<file path="src/rtl/dnn_wr_packer_if.sv">
// DMA write-side bundle: write-control request plus 64-bit write-channel beats.
interface dnn_wr_packer_if;
    logic        wr_ctrl_valid;
    logic        wr_ctrl_ready;
    logic [31:0] wr_ctrl_index;
    logic [31:0] wr_ctrl_length;
    logic [2:0]  wr_ctrl_size;
    logic        wr_chnl_valid;
    logic        wr_chnl_ready;
    logic [63:0] wr_chnl_data;

    // Packer side drives requests and beats.
    modport master (
        output wr_ctrl_valid, wr_ctrl_index, wr_ctrl_length, wr_ctrl_size,
        output wr_chnl_valid, wr_chnl_data,
        input  wr_ctrl_ready, wr_chnl_ready
    );

    // DMA side accepts them.
    modport slave (
        input  wr_ctrl_valid, wr_ctrl_index, wr_ctrl_length, wr_ctrl_size,
        input  wr_chnl_valid, wr_chnl_data,
        output wr_ctrl_ready, wr_chnl_ready
    );
endinterface

</file>
<file path="src/rtl/dnn_wr_packer.sv">
// Captures the un-throttled 32-bit result stream into a FIFO, packs word pairs into
// 64-bit beats and drives the DMA write-control and write-channel handshakes.
module dnn_wr_packer #(
    parameter int unsigned DEPTH_LOG2 = 4
) (
    input  logic            clk,
    input  logic            rst,
    input  logic            start_i,
    input  logic [31:0]     cfg_num_out_i,
    input  logic [31:0]     cfg_wr_index_i,
    input  logic [31:0]     in_data_i,
    input  logic            in_en_i,
    dnn_wr_packer_if.master wr_if,
    output logic            busy_o,
    output logic            done_o,
    output logic            overflow_o,
    output logic [31:0]     debug_o
);

    localparam int unsigned Depth = 2 ** DEPTH_LOG2;
    localparam int unsigned PtrW  = DEPTH_LOG2 + 1;

    typedef enum logic [1:0] {
        StIdle = 2'd0,
        StCtrl = 2'd1,
        StData = 2'd2,
        StDone = 2'd3
    } state_e;

    state_e          state_q, state_d;
    logic [31:0]     num_out_q, num_out_d;
    logic [31:0]     wr_index_q, wr_index_d;
    logic [31:0]     length_q, length_d;
    logic [31:0]     words_in_q, words_in_d;
    logic [31:0]     beats_out_q, beats_out_d;
    logic [31:0]     beats_formed_q, beats_formed_d;
    logic [PtrW-1:0] wptr_q, wptr_d;
    logic [PtrW-1:0] rptr_q, rptr_d;
    logic            beat_valid_q, beat_valid_d;
    logic [63:0]     beat_data_q, beat_data_d;
    logic            overflow_q, overflow_d;
    logic [31:0]     mem_q [Depth];

    logic                  start_accept;
    logic                  cap_active;
    logic                  in_take;
    logic                  push;
    logic                  drop;
    logic [PtrW-1:0]       count;
    logic                  fifo_full;
    logic                  has_one;
    logic                  has_two;
    logic                  need_one;
    logic                  all_in;
    logic                  beat_fire;
    logic                  beat_load;
    logic                  pop_two;
    logic                  pop_one;
    logic [1:0]            pop_n;
    logic [DEPTH_LOG2-1:0] rd_idx0;
    logic [DEPTH_LOG2-1:0] rd_idx1;
    logic [31:0]           lo_word;
    logic [31:0]           hi_word;

    // Datapath decode: capture, FIFO occupancy and beat formation.
    always_comb begin
        start_accept = (state_q == StIdle) && start_i;
        cap_active   = (state_q == StCtrl) || (state_q == StData);
        count        = wptr_q - rptr_q;
        fifo_full    = (count == PtrW'(Depth));
        has_one      = (count != '0);
        has_two      = (count >= PtrW'(2));
        // The final beat of an odd-length run carries only one real word.
        need_one     = (beats_formed_q == length_q - 32'd1) && num_out_q[0];
        // Once every word has arrived, a short FIFO means words were dropped: zero-fill.
        all_in       = (words_in_q == num_out_q);
        beat_fire    = beat_valid_q && wr_if.wr_chnl_ready;
        beat_load    = (state_q == StData) && (!beat_valid_q || beat_fire) &&
                       (beats_formed_q < length_q) &&
                       ((need_one ? has_one : has_two) || all_in);
        pop_two      = beat_load && !need_one && has_two;
        pop_one      = beat_load && has_one && !pop_two;
        pop_n        = pop_two ? 2'd2 : (pop_one ? 2'd1 : 2'd0);
        in_take      = cap_active && in_en_i && (words_in_q < num_out_q);
        // A pop in the same cycle frees room, so a push into a full FIFO still lands.
        push         = in_take && (!fifo_full || (pop_n != 2'd0));
        drop         = in_take && !push;
        rd_idx0      = rptr_q[DEPTH_LOG2-1:0];
        rd_idx1      = rd_idx0 + DEPTH_LOG2'(1);
        lo_word      = has_one ? mem_q[rd_idx0] : 32'd0;
        hi_word      = pop_two ? mem_q[rd_idx1] : 32'd0;
    end

    // Next-state for configuration, counters, FIFO pointers and the beat register.
    always_comb begin
        num_out_d      = num_out_q;
        wr_index_d     = wr_index_q;
        length_d       = length_q;
        words_in_d     = words_in_q;
        beats_out_d    = beats_out_q;
        beats_formed_d = beats_formed_q;
        wptr_d         = wptr_q;
        rptr_d         = rptr_q;
        beat_valid_d   = beat_valid_q;
        beat_data_d    = beat_data_q;
        overflow_d     = overflow_q;
        if (start_accept) begin
            num_out_d      = cfg_num_out_i;
            wr_index_d     = cfg_wr_index_i;
            // ceil(n/2) without a 33-bit intermediate: 0xFFFFFFFF -> 0x80000000.
            length_d       = {1'b0, cfg_num_out_i[31:1]} + {31'd0, cfg_num_out_i[0]};
            words_in_d     = '0;
            beats_out_d    = '0;
            beats_formed_d = '0;
            wptr_d         = '0;
            rptr_d         = '0;
            beat_valid_d   = 1'b0;
            overflow_d     = 1'b0;
        end else begin
            if (in_take) begin
                words_in_d = words_in_q + 32'd1;
            end
            if (push) begin
                wptr_d = wptr_q + PtrW'(1);
            end
            if (drop) begin
                overflow_d = 1'b1;
            end
            rptr_d = rptr_q + PtrW'(pop_n);
            if (beat_load) begin
                beat_valid_d   = 1'b1;
                beat_data_d    = {hi_word, lo_word};
                beats_formed_d = beats_formed_q + 32'd1;
            end else if (beat_fire) begin
                beat_valid_d = 1'b0;
            end
            if (beat_fire) begin
                beats_out_d = beats_out_q + 32'd1;
            end
        end
    end

    // Control FSM next-state.
    always_comb begin
        state_d = state_q;
        unique case (state_q)
            StIdle: begin
                if (start_i) begin
                    state_d = (cfg_num_out_i == 32'd0) ? StDone : StCtrl;
                end
            end
            StCtrl: begin
                if (wr_if.wr_ctrl_ready) begin
                    state_d = StData;
                end
            end
            StData: begin
                if (beat_fire && (beats_out_q == length_q - 32'd1)) begin
                    state_d = StDone;
                end
            end
            StDone: begin
                state_d = StIdle;
            end
            default: begin
                state_d = StIdle;
            end
        endcase
    end

    // State and datapath registers; reset aborts any run in progress.
    always_ff @(posedge clk or negedge rst) begin
        if (!rst) begin
            state_q        <= StIdle;
            num_out_q      <= '0;
            wr_index_q     <= '0;
            length_q       <= '0;
            words_in_q     <= '0;
            beats_out_q    <= '0;
            beats_formed_q <= '0;
            wptr_q         <= '0;
            rptr_q         <= '0;
            beat_valid_q   <= 1'b0;
            beat_data_q    <= '0;
            overflow_q     <= 1'b0;
        end else begin
            state_q        <= state_d;
            num_out_q      <= num_out_d;
            wr_index_q     <= wr_index_d;
            length_q       <= length_d;
            words_in_q     <= words_in_d;
            beats_out_q    <= beats_out_d;
            beats_formed_q <= beats_formed_d;
            wptr_q         <= wptr_d;
            rptr_q         <= rptr_d;
            beat_valid_q   <= beat_valid_d;
            beat_data_q    <= beat_data_d;
            overflow_q     <= overflow_d;
        end
    end

    // FIFO storage; contents are don't-care until the write pointer covers them.
    always_ff @(posedge clk) begin
        if (push) begin
            mem_q[wptr_q[DEPTH_LOG2-1:0]] <= in_data_i;
        end
    end

    // Outputs.
    always_comb begin
        wr_if.wr_ctrl_valid  = (state_q == StCtrl);
        wr_if.wr_ctrl_index  = wr_index_q;
        wr_if.wr_ctrl_length = length_q;
        wr_if.wr_ctrl_size   = (state_q == StCtrl) ? 3'd3 : 3'd0;
        wr_if.wr_chnl_valid  = beat_valid_q;
        wr_if.wr_chnl_data   = beat_data_q;
        busy_o               = (state_q != StIdle);
        done_o               = (state_q == StDone);
        overflow_o           = overflow_q;
        debug_o              = {30'd0, state_q};
    end

endmodule

</file>
<file path="src/flat_wrapper.sv">
// flat-port wrapper written by rule: the top's interface ports become plain ports
module dnn_wr_packer_flat 
#(
    parameter int unsigned DEPTH_LOG2 = 4
)
  (clk, rst, start_i, cfg_num_out_i, cfg_wr_index_i, in_data_i, in_en_i, busy_o, done_o, overflow_o, debug_o, wr_if_wr_ctrl_valid, wr_if_wr_ctrl_index, wr_if_wr_ctrl_length, wr_if_wr_ctrl_size, wr_if_wr_chnl_valid, wr_if_wr_chnl_data, wr_if_wr_ctrl_ready, wr_if_wr_chnl_ready);
  dnn_wr_packer_if wr_if_i ();
  input  logic clk;
  input  logic rst;
  input  logic start_i;
  input  logic [31:0] cfg_num_out_i;
  input  logic [31:0] cfg_wr_index_i;
  input  logic [31:0] in_data_i;
  input  logic in_en_i;
  output logic busy_o;
  output logic done_o;
  output logic overflow_o;
  output logic [31:0] debug_o;
  output wire logic [$bits(wr_if_i.wr_ctrl_valid)-1:0] wr_if_wr_ctrl_valid;
  output wire logic [$bits(wr_if_i.wr_ctrl_index)-1:0] wr_if_wr_ctrl_index;
  output wire logic [$bits(wr_if_i.wr_ctrl_length)-1:0] wr_if_wr_ctrl_length;
  output wire logic [$bits(wr_if_i.wr_ctrl_size)-1:0] wr_if_wr_ctrl_size;
  output wire logic [$bits(wr_if_i.wr_chnl_valid)-1:0] wr_if_wr_chnl_valid;
  output wire logic [$bits(wr_if_i.wr_chnl_data)-1:0] wr_if_wr_chnl_data;
  input wire logic [$bits(wr_if_i.wr_ctrl_ready)-1:0] wr_if_wr_ctrl_ready;
  input wire logic [$bits(wr_if_i.wr_chnl_ready)-1:0] wr_if_wr_chnl_ready;
  assign wr_if_wr_ctrl_valid = wr_if_i.wr_ctrl_valid;
  assign wr_if_wr_ctrl_index = wr_if_i.wr_ctrl_index;
  assign wr_if_wr_ctrl_length = wr_if_i.wr_ctrl_length;
  assign wr_if_wr_ctrl_size = wr_if_i.wr_ctrl_size;
  assign wr_if_wr_chnl_valid = wr_if_i.wr_chnl_valid;
  assign wr_if_wr_chnl_data = wr_if_i.wr_chnl_data;
  assign wr_if_i.wr_ctrl_ready = wr_if_wr_ctrl_ready;
  assign wr_if_i.wr_chnl_ready = wr_if_wr_chnl_ready;
  dnn_wr_packer #(.DEPTH_LOG2(DEPTH_LOG2)) u_core (.clk(clk), .rst(rst), .start_i(start_i), .cfg_num_out_i(cfg_num_out_i), .cfg_wr_index_i(cfg_wr_index_i), .in_data_i(in_data_i), .in_en_i(in_en_i), .wr_if(wr_if_i), .busy_o(busy_o), .done_o(done_o), .overflow_o(overflow_o), .debug_o(debug_o));
endmodule
</file>
<file path="config.mk">
export PLATFORM = sky130hd
export DESIGN_NAME = dnn_wr_packer_flat
export DESIGN_NICKNAME = d
export VERILOG_FILES = /design/src/rtl/dnn_wr_packer_if.sv /design/src/rtl/dnn_wr_packer.sv /design/src/flat_wrapper.sv
export SDC_FILE = /design/constraint.sdc
export NUM_CORES = 1
export LEC_CHECK = 0
export ABC_AREA = 1
export CORE_MARGIN = 2
export CORE_UTILIZATION = 50
export CTS_BUF_LIST = sky130_fd_sc_hd__clkbuf_4 sky130_fd_sc_hd__clkbuf_8
export CTS_CLUSTER_DIAMETER = 60
export DETAILED_ROUTE_END_ITERATION = 10
export PLACE_DENSITY = 0.72
export SETUP_SLACK_MARGIN = 0.5
export SYNTH_ARGS = -nofsm -noshare
export SYNTH_HDL_FRONTEND = slang
export SYNTH_SLANG_ARGS = --single-unit
</file>
<file path="constraint.sdc">
create_clock -name clk -period 5.65 [get_ports clk]
set_input_delay 0.8475 -clock clk [delete_from_list [all_inputs] [get_ports clk]]
set_output_delay 0.8475 -clock clk [all_outputs]
set_load 0.02 [all_outputs]
</file>
## Word level (Yosys, flattened, before mapping)

Memory sizes are Yosys's and may differ from the RTL's.
Cells that the tools add are included.

| word-level totals | value |
|---|---|
| register bits after elaboration | 270 |
| RAM bits | 512 |
| input port bits | 102 |
| memories | 1 |

| cells by class | value |
|---|---|
| add/subtract/negate cells | 9 |
| $lt $le $gt $ge | 3 |
| equal/unequal tests | 10 |
| mux-type cells | 27 |
| bitwise gates (word level) | 1 |
| reduce and logical (&&, ||, !) cells | 37 |

Memories:

| name | words | width | rd ports | clocked after Yosys merged registers in | write ports | line | RTL |
|---|---|---|---|---|---|---|---|
| u_core.mem_q | 16 | 32 | 2 | 0 | 1 | dnn_wr_packer.sv:42 | `logic [31:0] mem_q [Depth];` |

Operators with widths:

| kind | number |
|---|---|
| 2-to-1 mux 32 bit | 8 |
| adder 32 x 1 -> 32 bit (second input constant) | 3 |
| == test 32 bit | 3 |
| less-than comparator 32 bit | 2 |
| adder 31 x 1 -> 32 bit | 1 |
| logical NOT 32 bit | 1 |
| subtractor 32 x 1 -> 32 bit (second input constant) | 1 |
| logical AND 1 bit | 15 |
| 2-to-1 mux 5 bit | 3 |
| nonzero test 2 bit | 7 |
| 2-to-1 mux 2 bit | 6 |
| 2-to-1 mux 1 bit | 9 |
| one-hot mux 2 bit (4 select lines) | 1 |
| adder 5 x 1 -> 5 bit (second input constant) | 1 |
| adder 5 x 2 -> 5 bit | 1 |
| == test 5 bit (second input constant) | 1 |
| greater-or-equal comparator 5 x 2 -> 1 bit (second input constant) | 1 |
| logical NOT 1 bit | 5 |
| nonzero test 5 bit | 1 |
| subtractor 5 bit | 1 |
| adder 4 x 1 -> 4 bit (second input constant) | 1 |
| == test 2 bit (second input constant) | 2 |
| logical OR 1 bit | 4 |
| != test 2 bit (second input constant) | 2 |
| other kinds (7) | 7 |

## Longest topological paths before layout

| depth | value |
|---|---|
| word-level depth | 19 |
| depth in mapped cells | 24 |
| depth with buffers taken out | 24 |

## Least setup slack after synthesis

OpenSTA, ideal clock, no wires.

| timing | value |
|---|---|
| path kind | register to register |
| start | register u_core.rptr_q[1] |
| end | memory u_core.mem_q[2][0] (enable) |
| arrival | 5.344 ns |
| required time | 5.189 ns |
| path slack | -0.155 ns |
| stages on the path, launching flop included | 21 |
| cells stage by stage | dfrtp_1 clkbuf_1 clkinv_1 clkbuf_1 clkbuf_1 clkbuf_1 ha_1 nand3_1 nand2_1 xnor2_1 nor3b_1 nand2_1 nor2_1 inv_1 nand4_1 nand3_2 nand2_4 nand2_2 nand2_2 buf_2 nor3_1 |

| on the way | value |
|---|---|
| longest elaborated chain between the ends | 16 |
| elaborated cells between the ends (all ways) | 20 |
| classes of those cells | add/sub: 1; order compare: 1; eq/ne: 1; mux: 5; reduce/logical: 12 |

Ends and longest elaborated chain:

| item | line | RTL |
|---|---|---|
| start, declared | dnn_wr_packer.sv:38 | `logic [PtrW-1:0] rptr_q, rptr_d;` |
| start signal, assigned | dnn_wr_packer.sv:195 | `rptr_q <= rptr_d;` |
| subtractor 5 bit * | dnn_wr_packer.sv:69 | `count = wptr_q - rptr_q;` |
| greater-or-equal comparator 5 x 2 -> 1 bit / nonzero test 5 bit (equally long branches) | dnn_wr_packer.sv:72, dnn_wr_packer.sv:71 |  |
| 2-to-1 mux 1 bit | dnn_wr_packer.sv:80 | `((need_one ? has_one : has_two) \|\| all_in);` |
| logical OR 1 bit | dnn_wr_packer.sv:80 |  |
| logical AND 1 bit | dnn_wr_packer.sv:79 | `(beats_formed_q < length_q) &&` |
| logical AND 1 bit (2 in series) | dnn_wr_packer.sv:81 | `pop_two = beat_load && !need_one && has_two;` |
| logical NOT 1 bit | dnn_wr_packer.sv:82 | `pop_one = beat_load && has_one && !pop_two;` |
| logical AND 1 bit | dnn_wr_packer.sv:82 |  |
| 2-to-1 mux 1 bit | dnn_wr_packer.sv:83 | `pop_n = pop_two ? 2'd2 : (pop_one ? 2'd1 : 2'd0);` |
| 2-to-1 mux 2 bit | dnn_wr_packer.sv:83 |  |
| nonzero test 2 bit | dnn_wr_packer.sv:86 | `push = in_take && (!fifo_full \|\| (pop_n != 2'd0));` |
| logical OR 1 bit * | dnn_wr_packer.sv:86 |  |
| logical AND 1 bit * | dnn_wr_packer.sv:86 |  |
| 2-to-1 mux 1 bit * | dnn_wr_packer.sv:204 | `if (push) begin` |
| 2-to-1 mux 1 bit (not written as such) * | dnn_wr_packer.sv:205 | `mem_q[wptr_q[DEPTH_LOG2-1:0]] <= in_data_i;` |
| end, declared | dnn_wr_packer.sv:42 |  |

Every way passes the cells marked *; elsewhere a longest branch is shown, timed or not.

## Worst setup path in the final report

| timing | value |
|---|---|
| start | register u_core.length_q[0], in the netlist u_core.wr_if.wr_ctrl_length[0] |
| end | memory u_core.mem_q[9][12] (enable) |

| on the way | value |
|---|---|
| longest elaborated chain between the ends | 17 |
| elaborated cells between the ends (all ways) | 21 |
| classes of those cells | add/sub: 1; order compare: 1; eq/ne: 1; mux: 5; reduce/logical: 13 |

Ends and longest elaborated chain:

| item | line | RTL |
|---|---|---|
| start, declared | dnn_wr_packer.sv:33 | `logic [31:0] length_q, length_d;` |
| start signal, assigned | dnn_wr_packer.sv:190 | `length_q <= length_d;` |
| subtractor 32 x 1 -> 32 bit | dnn_wr_packer.sv:74 | `need_one = (beats_formed_q == length_q - 32'd1) && num_out_q[0];` |
| == test 32 bit | dnn_wr_packer.sv:74 |  |
| logical AND 1 bit | dnn_wr_packer.sv:74 |  |
| 2-to-1 mux 1 bit | dnn_wr_packer.sv:80 |  |
| logical OR 1 bit | dnn_wr_packer.sv:80 |  |
| logical AND 1 bit | dnn_wr_packer.sv:79 |  |
| logical AND 1 bit (2 in series) | dnn_wr_packer.sv:81 |  |
| logical NOT 1 bit | dnn_wr_packer.sv:82 |  |
| logical AND 1 bit | dnn_wr_packer.sv:82 |  |
| 2-to-1 mux 1 bit | dnn_wr_packer.sv:83 |  |
| 2-to-1 mux 2 bit * | dnn_wr_packer.sv:83 |  |
| nonzero test 2 bit * | dnn_wr_packer.sv:86 |  |
| logical OR 1 bit * | dnn_wr_packer.sv:86 |  |
| logical AND 1 bit * | dnn_wr_packer.sv:86 |  |
| 2-to-1 mux 1 bit * | dnn_wr_packer.sv:204 |  |
| 2-to-1 mux 1 bit (not written as such) * | dnn_wr_packer.sv:205 |  |

Marks and branches as above.

==> run metrics <==
Worst EP arrival=5170 ps; status=finished, final reports clean; Fin Hold WS=469.2 ps; Tightest Pin Transition=1133 ps; Post-Syn Area per Cell=8.496 um^2; Worst Skew=54.14 ps; Starting DRT DRC Count=4,002; post-cts resize count=0; post-synthesis sequential area ratio=52.57%; top cell type's share of synthesized area=36.52%; Port-buffer cells=238; routability congestion estimate=1.024; compound-cell area share of the yosys netlist=16.27%; RSZ-0062 raised after global routing=false; WL/cell=20.70 um; CTS tree=done; Initial DRT Pass Iterations=6; FMAX=212.2 MHz; PwrDens=486.0 nW/um^2; Filler Cell Count=7,344; maxcap violations=0; Die Ht=294.2 um; largest family of logic cells by synthesized area=simple AND/OR/NAND/NOR gates; main area contributors after synthesis=edfxtp_1 37%, dfrtp_1 16%, nand2_1 9.6%, o21ai_0 7.2%, a21oi_1 4.8%; ys async rst share=34.53%; clk_lat worst skew=850 ps; gr ovfl total=0; Peak VDD IR=0.3212 mV; crit path capture type=flip-flop; clock sink count=782; crit path kind=reg2reg; area of the multi-input gates=17,000 um^2; CP Max Fanout=23; Req. time, crit path=6110 ps; Startpoint Class=flip-flop; post-route ant nets=0; share of post-route cells with drive strength above 1=6.868%; Adder-Cell Fraction of Synth Area=2.681%; core footprint=83,560 um^2; Seq cells post-synth=782; pin count of the biggest net entering global routing=281; clock root buffer=clkbuf_8; dpl hpwl=86.61 mm; mux contribution to synthesized area=0%; antenna violations before repair=5; final setup vio count=0; Warnings, synthesis=0; post-route DRC violation count=0; leakage=0.01923 uW; IO Pins=270; Max Slew Vio Count=0; Final Critical Period=4713 ps; Hold WC Path Type=reg2reg; Yosys top cell by area=edfxtp_1; Tcrit/Tclk final=83.41%; final hold vios=0; Initial Util=50.38%; first-pass GRT wire length=197.5 mm; DR vias/cell=5.773; Synth Flop Type=edfxtp_1; H-tree depth=4; fin nets=5,306; total track usage=29.85%; chip width=294.2 um; total CTS buffers=139; wirelength, routed=130.6 mm; simple-gate share of the synthesized area=18.81%; number of global-route vias before repair=33,750; P&R area growth vs syn=14.72%; Total Die Area=86,540 um^2; register area=22,140 um^2; mapped cell area=42,100 um^2; CTS Buffer Depth=3; Clock Pin Slew Worst Setup and Hold Paths=60 ps; vias post-DR=36,430; Yosys cell types=53; Total Power=23,470 uW; Post-Syn Instances=4,955; number of flops mapped to enable cells by yosys=512; Post-Synth XOR/XNOR Area=1.982%; worst-case headroom to the max-slew limit=24.48%; num rows=106
==> critical path: stages, from the launching register on <==
cell     delay [ps]
dfrtp_1         420
inv_1           190
ha_1            270
nand2_2         150
nor2_1          320
nand2_1         130
nand3_1         110
nand2_1          50
nor2_1           80
nand2_1          70
nor2_1          100
nand2_1         110
nor2_1          150
nand4_1         120
nand3_2         110
nand2_4         100
nand2_2         150
nand2_2         260
nor3_2          870
buf_4           560
==> worst paths after layout <==
path | from | end | slack (ps) | cells past startpoint
min reg2reg | u_core.wr_if.wr_chnl_data[49]$_DFFE_PN0P_ | u_core.wr_if.wr_chnl_data[49]$_DFFE_PN0P_ | 470 | 2
min in group asynchronous | rst | u_core.words_in_q[28]$_DFFE_PN0P_ | 550 | 2
max reg2reg | u_core.wr_if.wr_ctrl_length[0]$_DFFE_PN0P_ | u_core.mem_q[9][12]$_DFFE_PP_ | 940 | 19
max | u_core.wr_if.wr_ctrl_length[0]$_DFFE_PN0P_ | u_core.mem_q[9][12]$_DFFE_PP_ | 940 | 19
min | u_core.wr_if.wr_chnl_data[49]$_DFFE_PN0P_ | u_core.wr_if.wr_chnl_data[49]$_DFFE_PN0P_ | 470 | 2
max in group asynchronous | rst | u_core.wr_if.wr_ctrl_length[4]$_DFFE_PN0P_ | 3990 | 3
==> through the flow <==
stage / setup TNS, ps / util (%) / cells / setup slack, ps / area (um^2)
6_report: 0 / 57.80 / 6310 / 937.1 / 48300
3_3_place_gp: 0 / 54.20 / 6053 / 1128 / 45290
4_1_cts: 0 / 57.79 / 6307 / 970.9 / 48290
3_5_place_dp: 0 / 54.20 / 6053 / 1008 / 45290
5_1_grt: 0 / 57.80 / 6310 / 603.4 / 48300
2_1_floorplan: -64320 / - / 4985 / -155.4 / 42220
==> sequential cells by signal, indices dropped and copies added, names as in the netlist, 2 cells and up <==
| name | count |
|---|---|
| u_core.mem_q | 512 |
| u_core.wr_if.wr_chnl_data | 64 |
| u_core.beats_formed_q | 32 |
| u_core.beats_out_q | 32 |
| u_core.num_out_q | 32 |
| u_core.words_in_q | 32 |
| u_core.wr_if.wr_ctrl_index | 32 |
| u_core.wr_if.wr_ctrl_length | 32 |
| u_core.rptr_q | 5 |
| u_core.wptr_q | 5 |
| u_core.state_q | 2 |
==> power by group <==
group	switching [uW]	internal [uW]
logic	6850	3200
clock network	2550	3130
registers	783	6960
==> metal layers <==
metal | up-vias | share of wire [%] | routed length (um) | global-route usage, %
met5 | - | 0.020 | 26 | 0
met4 | 4 | 4.4 | 5808 | 13.84
met3 | 328 | 9.3 | 12150 | 5.876
met2 | 1685 | 46 | 60310 | 47.18
met1 | 17210 | 40 | 52320 | 39.73
li1 | 17200 | - | - | -
==> synthesized netlist by cell type (2+ instances only) <==
| cell | n |
|---|---|
| fa_1 | 2 |
| nand3_1 | 241 |
| ha_1 | 87 |
| nand2_1 | 1079 |
| nand2_4 | 2 |
| a211oi_1 | 7 |
| o21ai_1 | 21 |
| xnor2_1 | 8 |
| nor2_1 | 398 |
| o21ai_0 | 605 |
| nor2_4 | 4 |
| a32o_1 | 2 |
| a31oi_1 | 56 |
| o221ai_1 | 6 |
| buf_6 | 2 |
| inv_2 | 5 |
| buf_2 | 15 |
| or2_2 | 2 |
| nor3_1 | 81 |
| inv_1 | 492 |
| nor2_2 | 7 |
| nor4_1 | 36 |
| buf_4 | 36 |
| o21a_1 | 4 |
| clkbuf_1 | 233 |
| dfrtp_1 | 270 |
| xnor3_1 | 4 |
| nor3b_1 | 4 |
| o22ai_1 | 27 |
| clkinv_1 | 4 |
| buf_1 | 27 |
| xor2_1 | 77 |
| o211ai_1 | 119 |
| o31ai_1 | 6 |
| nand4_1 | 48 |
| nand2_2 | 4 |
| a21oi_1 | 402 |
| a311oi_1 | 6 |
| edfxtp_1 | 512 |
==> cell usage in the layout, fill, tap and decap left out, types with 7 or more instances in the layout <==
| master | Yosys | routed |
|---|---|---|
| clkinv_2 | 0 | 16 |
| nor3_2 | 1 | 14 |
| clkinv_1 | 4 | 16 |
| nor2_1 | 398 | 397 |
| a211oi_1 | 7 | 7 |
| dfrtp_1 | 270 | 268 |
| conb_1 | 1 | 31 |
| inv_1 | 492 | 490 |
| o21ai_1 | 21 | 21 |
| ha_1 | 87 | 86 |
| a21oi_1 | 402 | 402 |
| clkdlybuf4s50_1 | 0 | 237 |
| xnor2_1 | 8 | 7 |
| xor2_1 | 77 | 76 |
| o211ai_1 | 119 | 119 |
| nand2_1 | 1079 | 1077 |
| nand4_1 | 48 | 48 |
| o21ai_0 | 605 | 605 |
| clkbuf_8 | 0 | 153 |
| nor2_2 | 7 | 7 |
| inv_2 | 5 | 7 |
| buf_4 | 36 | 60 |
| o22ai_1 | 27 | 27 |
| nand3_1 | 241 | 241 |
| a31oi_1 | 56 | 56 |
| edfxtp_1 | 512 | 512 |
| clkbuf_4 | 0 | 46 |
| nor4_1 | 36 | 36 |
| nor3_1 | 81 | 66 |
==> cells by family after synthesis <==
kind of cell	Yosys count
compound gates	1266
flops	782
xor+xnor	89
other cells	1
fa+ha+maj	89
simple gates	1913
buf+inv	815
==> cell type report <==
cell class / instances / area share, %
Sequential cell: 782 / 45.84
Multi-Input combinational cell: 3388 / 35.19
Timing Repair Buffer: 303 / 6.062
Clock buffer: 199 / 5.075
Inverter: 501 / 3.909
Tap cell: 1080 / 2.798
Clock inverter: 54 / 1.109
Antenna cell: 3 / 0.01554
==> repair_timing <==
item	in CTS	in global routing
hold buffers	1	0
setup buffers	0	0
hold endpoints to repair	50	0
(Power assumes the default switching activity.)
